## src/rtl/switch_pre_ingress.sv

```systemverilog
// Purpose: segments AXI-Stream frames into 8-word cells with first/last/pad/dest metadata for the switch core.
// Latency: an accepted word appears on the cell data strobe one cycle later; info_wr rides with word 7.
// Backpressure: i_cell_bp gates only cell starts (IDLE); pad words and mid-cell words ignore it.
// Optional: define SWITCH_PRE_STAT_EN to add stat_frames/stat_cells/stat_trunc counters.
module switch_pre_ingress #(
  parameter int CELL_WORDS = 8,
  parameter int MAX_CELLS  = 32,
  parameter int NUM_PORTS  = 4
) (
  input  logic                 clk,
  input  logic                 reset,
  input  logic                 s_axis_tvalid,
  output logic                 s_axis_tready,
  input  logic [63:0]          s_axis_tdata,
  input  logic [7:0]           s_axis_tkeep,
  input  logic                 s_axis_tlast,
  input  logic [1:0]           s_axis_tdest,
  input  logic                 i_cell_bp,
  output logic                 i_cell_data_fifo_wr,
  output logic [63:0]          i_cell_data_fifo_din,
  output logic                 i_cell_info_wr,
  output logic                 i_cell_first,
  output logic                 i_cell_last,
  output logic [2:0]           i_pad_num_64,
  output logic [7:0]           i_last_keep,
  output logic [NUM_PORTS-1:0] i_vaild
`ifdef SWITCH_PRE_STAT_EN
  ,
  output logic [31:0]          stat_frames,
  output logic [31:0]          stat_cells,
  output logic [31:0]          stat_trunc
`endif
);

  localparam int CW = (MAX_CELLS > 1) ? $clog2(MAX_CELLS) : 1;
  localparam logic [2:0] LAST_IDX = 3'(CELL_WORDS - 1);
  localparam logic [CW-1:0] LAST_CELL = CW'(MAX_CELLS - 1);

  typedef enum logic [1:0] {IDLE, DATA, PAD, DROP} state_t;

  state_t state, state_nxt;
  logic [2:0]    idx, idx_nxt;
  logic [CW-1:0] cnt, cnt_nxt;
  logic          first_flag, first_flag_nxt;
  logic [2:0]    pad_lat, pad_lat_nxt;
  logic [7:0]    keep_lat, keep_lat_nxt;

  logic                 wr_nxt, info_nxt, first_nxt, last_nxt;
  logic [63:0]          din_nxt;
  logic [2:0]           pad_nxt;
  logic [7:0]           keep_nxt;
  logic [NUM_PORTS-1:0] vaild_nxt;

  logic hs;

  // Input acceptance: only a cell start honours backpressure; PAD stalls the stream.
  always_comb begin
    s_axis_tready = 1'b0;
    case (state)
      IDLE:    s_axis_tready = !i_cell_bp;
      DATA:    s_axis_tready = 1'b1;
      DROP:    s_axis_tready = 1'b1;
      default: s_axis_tready = 1'b0;
    endcase
  end

  assign hs = s_axis_tvalid && s_axis_tready;

  // Next-state and next-output computation for the segmenter.
  always_comb begin
    state_nxt      = state;
    idx_nxt        = idx;
    cnt_nxt        = cnt;
    first_flag_nxt = first_flag;
    pad_lat_nxt    = pad_lat;
    keep_lat_nxt   = keep_lat;
    wr_nxt         = 1'b0;
    din_nxt        = i_cell_data_fifo_din;
    info_nxt       = 1'b0;
    first_nxt      = i_cell_first;
    last_nxt       = i_cell_last;
    pad_nxt        = i_pad_num_64;
    keep_nxt       = i_last_keep;
    vaild_nxt      = i_vaild;
    case (state)
      IDLE: begin
        if (hs) begin
          wr_nxt  = 1'b1;
          din_nxt = s_axis_tdata;
          idx_nxt = 3'd1;
          // Destination is taken only from the very first word of a frame.
          if (first_flag) begin
            vaild_nxt = {{(NUM_PORTS-1){1'b0}}, 1'b1} << s_axis_tdest;
          end
          if (s_axis_tlast) begin
            pad_lat_nxt  = LAST_IDX;
            keep_lat_nxt = s_axis_tkeep;
            state_nxt    = PAD;
          end else begin
            state_nxt = DATA;
          end
        end
      end
      DATA: begin
        if (hs) begin
          wr_nxt  = 1'b1;
          din_nxt = s_axis_tdata;
          idx_nxt = idx + 3'd1;
          if (idx == LAST_IDX) begin
            info_nxt       = 1'b1;
            first_nxt      = first_flag;
            pad_nxt        = 3'd0;
            first_flag_nxt = 1'b0;
            state_nxt      = IDLE;
            if (s_axis_tlast) begin
              last_nxt       = 1'b1;
              keep_nxt       = s_axis_tkeep;
              first_flag_nxt = 1'b1;
              cnt_nxt        = '0;
            end else if (cnt == LAST_CELL) begin
              // Frame too long: close it here and swallow the remainder.
              last_nxt       = 1'b1;
              keep_nxt       = 8'hFF;
              first_flag_nxt = 1'b1;
              cnt_nxt        = '0;
              state_nxt      = DROP;
            end else begin
              last_nxt = 1'b0;
              keep_nxt = 8'h00;
              cnt_nxt  = cnt + CW'(1);
            end
          end else if (s_axis_tlast) begin
            pad_lat_nxt  = LAST_IDX - idx;
            keep_lat_nxt = s_axis_tkeep;
            state_nxt    = PAD;
          end
        end
      end
      PAD: begin
        wr_nxt  = 1'b1;
        din_nxt = 64'd0;
        idx_nxt = idx + 3'd1;
        if (idx == LAST_IDX) begin
          info_nxt       = 1'b1;
          first_nxt      = first_flag;
          last_nxt       = 1'b1;
          pad_nxt        = pad_lat;
          keep_nxt       = keep_lat;
          first_flag_nxt = 1'b1;
          cnt_nxt        = '0;
          state_nxt      = IDLE;
        end
      end
      DROP: begin
        if (hs && s_axis_tlast) begin
          state_nxt = IDLE;
        end
      end
      default: state_nxt = IDLE;
    endcase
  end

  // State and registered outputs; reset abandons any partial cell.
  always_ff @(posedge clk or posedge reset) begin
    if (reset) begin
      state                <= IDLE;
      idx                  <= 3'd0;
      cnt                  <= '0;
      first_flag           <= 1'b1;
      pad_lat              <= 3'd0;
      keep_lat             <= 8'h00;
      i_cell_data_fifo_wr  <= 1'b0;
      i_cell_data_fifo_din <= 64'd0;
      i_cell_info_wr       <= 1'b0;
      i_cell_first         <= 1'b0;
      i_cell_last          <= 1'b0;
      i_pad_num_64         <= 3'd0;
      i_last_keep          <= 8'h00;
      i_vaild              <= '0;
    end else begin
      state                <= state_nxt;
      idx                  <= idx_nxt;
      cnt                  <= cnt_nxt;
      first_flag           <= first_flag_nxt;
      pad_lat              <= pad_lat_nxt;
      keep_lat             <= keep_lat_nxt;
      i_cell_data_fifo_wr  <= wr_nxt;
      i_cell_data_fifo_din <= din_nxt;
      i_cell_info_wr       <= info_nxt;
      i_cell_first         <= first_nxt;
      i_cell_last          <= last_nxt;
      i_pad_num_64         <= pad_nxt;
      i_last_keep          <= keep_nxt;
      i_vaild              <= vaild_nxt;
    end
  end

`ifdef SWITCH_PRE_STAT_EN
  // Free-running statistics: frames closed, cells emitted, truncations.
  always_ff @(posedge clk or posedge reset) begin
    if (reset) begin
      stat_frames <= 32'd0;
      stat_cells  <= 32'd0;
      stat_trunc  <= 32'd0;
    end else begin
      if (info_nxt) begin
        stat_cells <= stat_cells + 32'd1;
      end
      if (info_nxt && last_nxt) begin
        stat_frames <= stat_frames + 32'd1;
      end
      if (state_nxt == DROP && state != DROP) begin
        stat_trunc <= stat_trunc + 32'd1;
      end
    end
  end
`endif

endmodule

```

## config.mk

```make
export PLATFORM = sky130hd
export DESIGN_NAME = switch_pre_ingress
export DESIGN_NICKNAME = d
export VERILOG_FILES = /design/src/rtl/switch_pre_ingress.sv
export SDC_FILE = /design/constraint.sdc
export NUM_CORES = 1
export LEC_CHECK = 0
export BUFFER_PORTS_ARGS = -buffer_cell sky130_fd_sc_hd__buf_2
export CAP_MARGIN = 20
export CORE_AREA = 2 2 115 173
export CTS_CLUSTER_SIZE = 16
export DETAILED_ROUTE_END_ITERATION = 8
export DIE_AREA = 0 0 117 175
export GPL_TIMING_DRIVEN = 0
export SKIP_CTS_REPAIR_TIMING = 1
export SLEW_MARGIN = 20
export SYNTH_ARGS = -nofsm -noshare
export SYNTH_HDL_FRONTEND = slang
export SYNTH_SLANG_ARGS = --single-unit
export TNS_END_PERCENT = 100
```

## constraint.sdc

```tcl
create_clock -name clk -period 3.6 [get_ports clk]
set_input_delay 0.18 -clock clk [delete_from_list [all_inputs] [get_ports clk]]
set_output_delay 0.18 -clock clk [all_outputs]
set_load 0.1 [all_outputs]
```

* After elaboration in Yosys (flattened, before gate mapping)
Cells that the tools add are included.
W data, S select, Z words.
** Storage, ports and cells
- Flip-flop bits (word level) :: 105
- Input bits :: 79
- Output and inout bits :: 84
- Logic and storage cells :: 108
** Operators by class
- $add $sub $neg :: 3
- Equality and inequality tests :: 15
- Shift operators :: 1
- Multiplexer cells :: 57
- Reduce and logical (&&, ||, !) cells :: 18
** Operators with widths (count)
- $pmux W64 S2 :: 1
- $mux W8 :: 9
- $mux W64 :: 1
- $pmux W8 S2 :: 2
- $mux W3 :: 10
- $mux W5 :: 5
- $mux W2 :: 9
- $ne A2 B2 Y1 const B :: 8
- $pmux W3 S2 :: 2
- $mux W1 :: 10
- $pmux W1 S2 :: 5
- $pmux W5 S2 :: 1
- $pmux W3 S3 :: 1
- $pmux W2 S4 :: 1
- $reduce_and A4 Y1 :: 2
- $reduce_and A3 Y1 :: 2
- $reduce_and A6 Y1 :: 1
- $reduce_bool A2 Y1 :: 3
- $add A5 B1 Y5 const B :: 1
- $eq A5 B5 Y1 const B :: 1
- $reduce_and A5 Y1 :: 1
- $eq A2 B2 Y1 const B :: 2
- $reduce_and A2 Y1 :: 2
- $reduce_or A2 Y1 :: 2
- 11 further kinds :: 12

* Depth between registers and ports, before layout
Gate-level depths: netlist of run 1.
- Depth after elaboration :: 7
- Mapped depth :: 8
- Depth with buffers taken out :: 7

* Worst setup path after synthesis of run 1
Ideal clock, no wire load.
- Path type :: register to output
- Start point :: register state[0]
- End point :: output port s_axis_tready
- Arrival time :: 2.421 ns
- Data required time :: 3.420 ns
- Slack :: 0.999 ns
- Stages on the path, launching flop included :: 7
- Path buffers :: 3
- Cell sequence :: dfrtp_1 > inv_1 > ha_1 > buf_2 > buf_2 > clkbuf_1 > nor2_1
** Between the ends
- Cells in the longest elaborated chain, start to end :: 3
- Elaborated cells on any way between the ends :: 5
- Classes of those cells :: eq/ne (2); mux (1); reduce/logical (2)
** Ends and longest elaborated chain
- start: declaration :: line 41 : state_t state, state_nxt;
- start signal: assignment :: line 181 : state <= state_nxt;
- $eq A2 B2 Y1 / $eq A2 B1 Y1 (equally long branches) :: line 59 : case (state)
- $reduce_or A2 Y1 (no line)
- $pmux W1 S2 * :: line 59
- end: declaration :: line 13 : output logic s_axis_tready,
Every way passes the cells marked *; elsewhere a longest branch is shown, timed or not.

* Worst setup path after layout of run 1
Same ends and word-level chain as after synthesis.

==> results.json, run 1 <==
{
  "clockBufferDepth": 2,
  "dieWidth_um": 117,
  "pin_count": 163,
  "nets": 666,
  "first_global_vias": 3689,
  "synth_xor_xnor_area_share_pct": 0,
  "timing_worst_slew_pin_value_ns": 0.538,
  "dp_hpwl_um": 8740,
  "clk_pin_slew_worst_paths_ns": 0.07,
  "core.rowCount": 62,
  "asyncSetResetFlopFracSynth_pct": 100,
  "ys_seq_elements": 105,
  "rsz_0062_raised_after_global_routing": "no",
  "fp.dieArea_mm2": 0.0205,
  "dr.pass1.iters": 4,
  "gr-usage-all-layers_pct": 11.7,
  "min_period_ns": 2.59,
  "die_h_um": 175,
  "max_frequency_mhz": 386,
  "final_layout_size_suffix_gt1_share_pct": 45.1,
  "cts_tree": "built",
  "grt_overflow": 0,
  "synth_top_cells_by_area": "sky130_fd_sc_hd__dfrtp_1 (54%), sky130_fd_sc_hd__mux2_2 (16%), sky130_fd_sc_hd__nor2b_1 (8.6%)",
  "dominant_combinational_cell_family_by_area_after_synthesis": "multiplexers",
  "cp-start-kind": "flip-flop",
  "route.antenna.remaining_nets": 0,
  "wl_per_cell_um": 14.1,
  "fraction_of_synthesized_cell_area_taken_by_the_top_area_cell_type_pct": 53.5,
  "synthFlopType": "sky130_fd_sc_hd__dfrtp_1",
  "antenna_found_initial": 0,
  "htree_num_levels": 3,
  "cts_buffers": 9,
  "route.detailed.vias_per_inst": 4.25,
  "timing.setup.tns_ns": 0,
  "maxCapViolCount": 0,
  "number_of_max_slew_violations_in_the_final_report": 0,
  "hold_path_class": "input port to flip-flop",
  "finalHoldViolations": 0,
  "synth.distinct_cells": 36,
  "finalWirelength_um": 11900,
  "synth-edff-count": 0,
  "outcome": "completed",
  "post_synth_fa_ha_maj_area_fraction_pct": 2.32,
  "report.final.setup_viol": 0,
  "core_region_area_mm2": 0.0190,
  "clock-root-buffer": "sky130_fd_sc_hd__clkbuf_16",
  "place.gp.congestion": 0.757,
  "synth_compound_gate_area_share_pct": 5.89,
  "place.port_buffers": 161,
  "drtIter0Drc": 174,
  "drt_drc_violations_left": 0,
  "yosys.area_share.simple_pct": 13.7,
  "grt_first_pass_wirelength_um": 18500,
  "synth.yosys.warnings": 0,
  "worst-path-max-fanout": 10,
  "final.period_utilization_pct": 71.9,
  "setup_clock_skew_after_layout_ns": 0.00622,
  "insertion_delay_ns": 0.35,
  "synthCells": 404,
  "ys_seq_area_share_pct": 54.1,
  "route.vias.total": 3568,
  "cts_num_sinks": 105,
  "start_util_pct": 25.6,
  "netlist.top_cell.by_area": "sky130_fd_sc_hd__dfrtp_1",
  "number_of_antenna_diodes": 0,
  "area_delta_synth_final_pct": 30.3,
  "post_synth.cell_area_avg_um2": 12.0,
  "required_ns": 3.42,
  "max_slew_margin_pct": 64.1,
  "synthesis.nets": 492,
  "muxShareOfSynthArea_pct": 20.5,
  "post_synthesis_cell_area_mm2": 0.00486,
  "arrival_time_at_the_worst_endpoint_ns": 2.41,
  "timing.critical_path.to_type": "primary output",
  "setup.worst_path.class": "flip-flop to primary output",
  "grt_start_max_net_pins": 75
}
==> worst paths after layout <==
kind	startpoint	end	slack, ns	cells past startpoint
max	state[0]$_DFFE_PP0P_	s_axis_tready	1.01	7
min	s_axis_tdest[0]	i_vaild[0]$_DFFE_PP0P_	0.05	2
max reg2reg	state[0]$_DFFE_PP0P_	i_cell_data_fifo_din[9]$_DFFE_PP0P_	1.23	8
min reg2reg	i_pad_num_64[2]$_DFFE_PP0P_	i_pad_num_64[2]$_DFFE_PP0P_	0.48	2
max in group asynchronous	reset	first_flag$_DFFE_PP1P_	2.53	4
min in group asynchronous	reset	i_cell_data_fifo_din[20]$_DFFE_PP0P_	0.36	3
==> routing by layer <==
metal | GRT usage [%] | vias to the layer above | share of wire [%]
met5 | 0 | - | 0
met4 | 4.07 | 0 | 1.6
met3 | 2.98 | 15 | 5.7
met2 | 21.3 | 105 | 52
met1 | 12.9 | 1724 | 41
li1 | - | 1724 | -
==> placed cells by master (no fill, tap or decap), drive strengths merged, types with 2 or more instances in the layout <==
cell,Yosys,routed
ha,9,9
o21ai,21,21
clkinv,0,4
nand2,33,33
and3,2,2
inv,9,10
nor3,2,2
a21o,2,2
a21boi,2,2
buf,12,174
clkbuf,12,22
o21a,2,2
nor2b,67,67
mux2i,3,3
nor4,2,2
o31ai,3,3
nand2b,5,5
dfrtp,104,104
mux2,86,86
nor2,4,4
a21oi,10,10
nand3,4,4
==> cells in the mapped netlist (all sizes together) (2+ instances only) <==
cell type / count
nand2: 33
o21ai: 21
nor2b: 67
o21a: 2
a21boi: 2
and3: 2
nand3: 4
dfrtp: 104
nor2: 4
nor4: 2
a21o: 2
mux2i: 3
clkbuf: 12
ha: 9
a21oi: 10
buf: 12
nand2b: 5
mux2: 86
nor3: 2
inv: 9
o31ai: 3
==> registers in the layout (all words and copies together) (netlist names), 3 cells and up <==
signal	cells
cnt	5
i_cell_data_fifo_din	64
i_last_keep	8
i_pad_num_64	3
i_vaild	4
pad_lat	3
idx	3
keep_lat	8
==> critical path, cell delays in order (launching register included) <==
cell and delay, ns:
sky130_fd_sc_hd__dfrtp_1 0.41, sky130_fd_sc_hd__inv_1 0.13, sky130_fd_sc_hd__ha_1 0.15, sky130_fd_sc_hd__buf_2 0.25
sky130_fd_sc_hd__buf_2 0.30, sky130_fd_sc_hd__clkbuf_1 0.39, sky130_fd_sc_hd__nor2_1 0.10, sky130_fd_sc_hd__buf_2 0.31
==> through the flow <==
stage / cells / util (%) / hold WS, ns / area (um2) / setup WS, ns
after global routing: 839 / 33.3 / 0.0461 / 6330 / 0.832
after detailed placement: 822 / 31.7 / 0.190 / 6020 / 1.16
after global placement: 821 / 31.5 / 0.407 / 5990 / -0.889
final: 839 / 33.3 / 0.0471 / 6330 / 1.01
after CTS: 838 / 33.3 / -0.204 / 6320 / 0.956
after floorplan: 404 / - / 0.278 / 4860 / 0.661
==> kinds of logic (layout without fill, tap and decap cells) <==
group / after synthesis / count (layout)
multiplexers: 89 / 89
AND/OR/NAND/NOR: 122 / 122
adder cells (fa/ha/maj): 9 / 9
buffers and inverters: 33 / 212
flip-flops: 105 / 105
AO/OA/AOI/OAI: 46 / 46
==> layout make-up <==
class                   instances  area [um2]
clock inverters                 6        66.3
clock buffers                  10         239
repair buffers                163         843
plain buffers                  24         134
inverters                       9        38.8
well taps                     256         320
multi-input cells             266        2060
flip-flops and latches        105        2630
fillers                      1942       12700
Power of run 1 is left out: the tool's default activity adds up to more than one toggle a clock period on the data nets, which glitch-free logic cannot reach.
==> run 2: changes to the inputs <==
==> constraint.sdc (replaced) <==
create_clock -name clk -period 2.7 [get_ports clk]
set_input_delay 0.135 -clock clk [delete_from_list [all_inputs] [get_ports clk]]
set_output_delay 0.135 -clock clk [all_outputs]
set_load 0.1 [all_outputs]
==> run 2 against run 1 <==
Against the previous run: worst setup slack worse by 0.70 ns; sequential share of layout area down 0.12 points; critical path depth up 1; design area up 0.30%; global-route usage down 0.056 points; register-to-register slack worse by 0.92 ns; first-iteration DRC count down 26%; cell count up 0.12%; flip-flop and latch count unchanged; hold slack worse by 0.033 ns; largest cell class unchanged.
==> results.json, run 2 (synthesized netlist as in run 1, its figures left out) <==
{
  "largest_register_ffs": 64,
  "antenna_found_initial": 0,
  "global_route.usage.met3_pct": 2.98,
  "finalHoldViolations": 0,
  "fp.dieArea_mm2": 0.0205,
  "global_route.usage.met1_pct": 13.3,
  "setup.worst_path.class": "flip-flop to flip-flop",
  "critPathMaxStageDelay_ns": 0.39,
  "timing.rr.end": "i_cell_data_fifo_din[11]$_DFFE_PP0P_",
  "number_of_max_slew_violations_in_the_final_report": 0,
  "place.gp.congestion": 0.784,
  "min_delay_worst_endpoint": "i_vaild[0]$_DFFE_PP0P_",
  "die_h_um": 175,
  "cts_buffers": 9,
  "timing.critical_path.to_type": "flip-flop",
  "timing.critical_path.max_delay_family": "buffers and inverters",
  "route.antenna.remaining_nets": 0,
  "place.port_buffers": 161,
  "timing.critical_path.slowest_stage_cell": "sky130_fd_sc_hd__dfrtp_1",
  "clock-root-buffer": "sky130_fd_sc_hd__clkbuf_16",
  "start_util_pct": 25.6,
  "clockBufferDepth": 2,
  "area_delta_synth_final_pct": 30.7,
  "report.final.setup_viol": 0,
  "core.rowCount": 62,
  "timing.setup.tns_ns": 0,
  "top_regs": "i_cell_data_fifo_din (64), i_last_keep (8), keep_lat (8)",
  "number_of_antenna_diodes": 0,
  "required_ns": 2.93,
  "first_global_vias": 3571,
  "final_common_cell": "sky130_fd_sc_hd__buf_2",
  "maxCapViolCount": 0,
  "timing_worst_slew_pin_value_ns": 0.549,
  "dieWidth_um": 117,
  "min_period_ns": 2.39,
  "grt_busiest_layer": "met2",
  "gr-usage-all-layers_pct": 11.6,
  "cts_num_sinks": 105,
  "insertion_delay_ns": 0.35,
  "hold_path_depth": 2,
  "hold_path_class": "input port to flip-flop",
  "pin_count": 163,
  "drtIter0Drc": 129,
  "max_slew_margin_pct": 63.4,
  "cts_tree": "built",
  "route.vias.total": 3602,
  "ff2ff_setup_slack_ns": 0.31,
  "r2r-start": "state[0]$_DFFE_PP0P_",
  "finalWirelength_um": 11700,
  "critical_path.cell_chain": "inv_1 > ha_1 > buf_2 > nand2b_1 > o31ai_4 > buf_6 > buf_6 > mux2_1",
  "place_worst_setup_slack_ns": 0.218,
  "htree_num_levels": 3,
  "dp_hpwl_um": 8720,
  "crit_top_cell": "sky130_fd_sc_hd__buf_6",
  "max_frequency_mhz": 419,
  "setup_clock_skew_after_layout_ns": 0.0114,
  "clk_pin_slew_worst_paths_ns": 0.08,
  "grt_first_pass_wirelength_um": 18500,
  "drt_drc_violations_left": 0,
  "arrival_time_at_the_worst_endpoint_ns": 2.62,
  "hp-start": "s_axis_tdest[0]",
  "final_cell_mix": "sky130_fd_sc_hd__buf_2 (166), sky130_fd_sc_hd__dfrtp_1 (104), sky130_fd_sc_hd__mux2_2 (69)",
  "wl_per_cell_um": 14.0,
  "final_layout_size_suffix_gt1_share_pct": 45.2,
  "worst-path-max-fanout": 10,
  "cp-start-kind": "flip-flop",
  "final.period_utilization_pct": 88.4,
  "nets": 667,
  "route.detailed.vias_per_inst": 4.29,
  "reg2regPathDepth": 8,
  "largest_register": "i_cell_data_fifo_din",
  "core_region_area_mm2": 0.0190,
  "postLayoutSetupSlackWorst_ns": 0.314,
  "buffer_and_inverter_count_on_the_worst_path": 4,
  "grt_util_met2_pct": 20.7,
  "grt_start_max_net_pins": 32,
  "grt_overflow": 0,
  "dr.pass1.iters": 4,
  "rsz_0062_raised_after_global_routing": "no",
  "outcome": "completed"
}
run 2: changes by cell type in the layout (fill, tap and decap cells not counted):
cell,previous run,this run
sky130_fd_sc_hd__buf_12,0,3
sky130_fd_sc_hd__clkinv_2,2,1
sky130_fd_sc_hd__clkinvlp_4,0,3
sky130_fd_sc_hd__clkbuf_8,1,0
sky130_fd_sc_hd__buf_16,1,0
sky130_fd_sc_hd__clkinv_4,2,1
sky130_fd_sc_hd__inv_6,2,1
run 2: layer usage:
layer	wire, um	part of all wire [%]
met1	4760	41
met2	6200	53
met4	140	1.2
met5	0	0
met3	643	5.5
run 2: cell type report:
class                      instances  area (um2)
timing repair buffer             165         876
buffer                            23         130
clock buffer                      10         229
sequential                       105        2630
tap                              256         320
clock inverter                     6        67.6
inverter                           9        37.5
multi-input combinational        266        2060
fill                            1911       12700
run 2: worst max path at each step:
| stage | start | to | slack (ns) | depth (start not counted) |
|---|---|---|---|---|
| after floorplan | state[0]$_DFFE_PP0P_ | s_axis_tready | 0.14 | 6 |
| after global placement | state[0]$_DFFE_PP0P_ | i_cell_data_fifo_din[8]$_DFFE_PP0P_ | 0.22 | 8 |
| after detailed placement | state[0]$_DFFE_PP0P_ | i_cell_data_fifo_din[11]$_DFFE_PP0P_ | 0.22 | 8 |
| after CTS | state[0]$_DFFE_PP0P_ | s_axis_tready | 0.04 | 7 |
| after global routing | state[0]$_DFFE_PP0P_ | i_cell_data_fifo_din[7]$_DFFE_PP0P_ | 0.08 | 8 |
| final | state[0]$_DFFE_PP0P_ | i_cell_data_fifo_din[11]$_DFFE_PP0P_ | 0.31 | 8 |
run 2: worst register-to-register path: cells and delay by family (launching register included):
family | cells | cell delay (ns)
adder cells (fa/ha/maj) | 1 | 0.19
flip-flops | 1 | 0.39
multiplexers | 1 | 0.34
AND/OR/NAND/NOR | 1 | 0.29
AO/OA/AOI/OAI | 1 | 0.36
buffers and inverters | 4 | 0.71
run 2: through the flow:
step                area [um2]  hold WS [ns]  cells  utilization [%]
floorplan                 4860         0.233    404                -
CTS                       6350        -0.211    840             33.4
detailed placement        6050         0.169    824             31.8
finish                    6350        0.0143    840             33.4
global placement          5990         0.364    821             31.5
global route              6350        0.0227    840             33.4
Power of run 2 is left out for the same reason.
==> run 3: changes to the inputs <==
==> constraint.sdc (replaced) <==
create_clock -name clk -period 2.1 [get_ports clk]
set_input_delay 0.105 -clock clk [delete_from_list [all_inputs] [get_ports clk]]
set_output_delay 0.105 -clock clk [all_outputs]
set_load 0.1 [all_outputs]
==> run 3 against run 2 <==
Against the previous run: clock skew down 0.0028 ns; cell count up 2.5%; utilization increased by 2.1 points; register-to-register slack worse by 0.29 ns; critical path depth stayed put; worst setup slack worse by 0.29 ns; design area grew 6.4%; hold slack got worse by 0.0082 ns; largest cell class unchanged.
==> results.json, run 3 (synthesized netlist as in run 1, its figures left out) <==
{
  "cell_count_along_the_critical_path": 8,
  "fp.dieArea_mm2": 0.0205,
  "max_frequency_mhz": 482,
  "setup.worst_path.class": "flip-flop to flip-flop",
  "clockBufferDepth": 2,
  "wl_per_cell_um": 14.3,
  "grt_overflow": 0,
  "final_layout_size_suffix_gt1_share_pct": 50.4,
  "max_slew_margin_pct": 64.1,
  "clock-root-buffer": "sky130_fd_sc_hd__clkbuf_16",
  "timing.critical_path.slowest_stage_cell": "sky130_fd_sc_hd__dfrtp_2",
  "place.port_buffers": 161,
  "dr.pass1.iters": 4,
  "worstSetupStartpoint": "state[1]$_DFFE_PP0P_",
  "grt_first_pass_wirelength_um": 18300,
  "route.detailed.vias_per_inst": 4.29,
  "min_period_ns": 2.07,
  "die_h_um": 175,
  "route.antenna.remaining_nets": 0,
  "number_of_antenna_diodes": 0,
  "finalHoldViolations": 0,
  "rsz_0062_raised_after_global_routing": "yes",
  "start_util_pct": 25.6,
  "drt_drc_violations_left": 0,
  "largest_register": "i_cell_data_fifo_din",
  "r2r-start": "state[1]$_DFFE_PP0P_",
  "timing.critical_path.max_delay_family": "buffers and inverters",
  "largest_register_ffs": 64,
  "antenna_found_initial": 0,
  "endpoint": "i_cell_data_fifo_din[10]$_DFFE_PP0P_",
  "setup_clock_skew_after_layout_ns": 0.00859,
  "area_delta_synth_final_pct": 39.0,
  "ff2ff_setup_slack_ns": 0.03,
  "reg2regPathDepth": 8,
  "insertion_delay_ns": 0.35,
  "critical_path.cell_chain": "ha_4 > buf_6 > nand2b_4 > o31ai_4 > buf_6 > buf_12 > clkbuf_16 > mux2_1",
  "clk_pin_slew_worst_paths_ns": 0.08,
  "timing.rr.end": "i_cell_data_fifo_din[10]$_DFFE_PP0P_",
  "dieWidth_um": 117,
  "arrival_time_at_the_worst_endpoint_ns": 2.31,
  "outcome": "completed",
  "htree_num_levels": 3,
  "route.vias.total": 3691,
  "cts_tree": "built",
  "core_region_area_mm2": 0.0190,
  "number_of_max_slew_violations_in_the_final_report": 0,
  "top_regs": "i_cell_data_fifo_din (64), i_last_keep (8), keep_lat (8)",
  "cp-start-kind": "flip-flop",
  "critPathMaxStageDelay_ns": 0.48,
  "placed_cells": 824,
  "report.final.setup_viol": 0,
  "core.rowCount": 62,
  "first_global_vias": 3559,
  "nets": 688,
  "crit_top_cell": "sky130_fd_sc_hd__buf_6",
  "final_cell_mix": "sky130_fd_sc_hd__buf_2 (164), sky130_fd_sc_hd__dfrtp_1 (103), sky130_fd_sc_hd__mux2_2 (69)",
  "hold_path_class": "input port to flip-flop",
  "timing_worst_slew_pin_value_ns": 0.539,
  "place.gp.congestion": 0.751,
  "fin_cells": 861,
  "timing.critical_path.to_type": "flip-flop",
  "pin_count": 163,
  "final.period_utilization_pct": 98.8,
  "gr-usage-all-layers_pct": 11.5,
  "required_ns": 2.33,
  "final_common_cell": "sky130_fd_sc_hd__buf_2",
  "cts_num_sinks": 105,
  "cts_buffers": 9,
  "maxCapViolCount": 0,
  "finalWirelength_um": 12300,
  "drtIter0Drc": 125,
  "buffer_and_inverter_count_on_the_worst_path": 4,
  "grt_start_max_net_pins": 31,
  "worst-path-max-fanout": 8,
  "dp_hpwl_um": 8830
}
[run 3: changes by cell type in the layout (fill, tap and decap cells not counted), moves of 3 or more]
cell	before	now
sky130_fd_sc_hd__buf_4	4	12
sky130_fd_sc_hd__mux2_4	0	12
sky130_fd_sc_hd__ha_1	9	5
sky130_fd_sc_hd__mux2_1	17	5
sky130_fd_sc_hd__clkbuf_1	12	8
sky130_fd_sc_hd__buf_12	3	6
sky130_fd_sc_hd__ha_4	0	3
sky130_fd_sc_hd__dlygate4sd3_1	1	9
[run 3: worst register-to-register path: stages (launching register included)]
cell and delay (ns):
sky130_fd_sc_hd__dfrtp_2 0.48, sky130_fd_sc_hd__ha_4 0.18, sky130_fd_sc_hd__buf_6 0.13, sky130_fd_sc_hd__nand2b_4 0.17, sky130_fd_sc_hd__o31ai_4 0.25, sky130_fd_sc_hd__buf_6 0.16
sky130_fd_sc_hd__buf_12 0.14, sky130_fd_sc_hd__clkbuf_16 0.15, sky130_fd_sc_hd__mux2_1 0.31
[run 3: how the worst min path moves through the flow]
stage	from	end	slack [ns]	depth (start not counted)
detailed placement	reset	i_cell_data_fifo_din[16]$_DFFE_PP0P_	0.18	2
finish	s_axis_tkeep[0]	keep_lat[0]$_DFFE_PP0P_	0.006	2
CTS	reset	i_cell_data_fifo_din[17]$_DFFE_PP0P_	-0.21	2
floorplan	s_axis_tdest[0]	i_vaild[0]$_DFFE_PP0P_	0.20	1
global route	s_axis_tkeep[3]	keep_lat[3]$_DFFE_PP0P_	0.006	2
global placement	s_axis_tdest[0]	i_vaild[0]$_DFFE_PP0P_	0.33	2
[run 3: layout make-up]
cell class	count	area, um2
flip-flops and latches	105	2630
repair buffers	187	1100
plain buffers	22	164
multi-input cells	266	2180
inverters	9	40.0
well taps	256	320
clock inverters	5	77.6
fillers	1933	12200
clock buffers	11	253
[run 3: per-stage QoR]
stage	setup TNS [ns]	worst slack [ns]	area [um2]	utilization (%)	hold WS [ns]
after CTS	-19.90	-0.464	6380	33.6	-0.208
after global placement	-28.14	-0.342	5990	31.5	0.331
final	0	0.0261	6760	35.6	0.00609
after floorplan	0	0.0282	4870	-	0.203
after detailed placement	-18.47	-0.368	6050	31.8	0.175
after global routing	-0.413	-0.0432	6760	35.6	0.00642
[run 3: layer usage]
metal | GRT usage [%] | share of wire, % | vias to the layer above
met4 | 3.82 | 1.5 | 0
met1 | 12.6 | 40 | 1810
met2 | 21.0 | 53 | 97
met5 | 0 | 0 | -
li1 | - | - | 1768
met3 | 3.23 | 5.6 | 16
Power of run 3 is left out for the same reason.
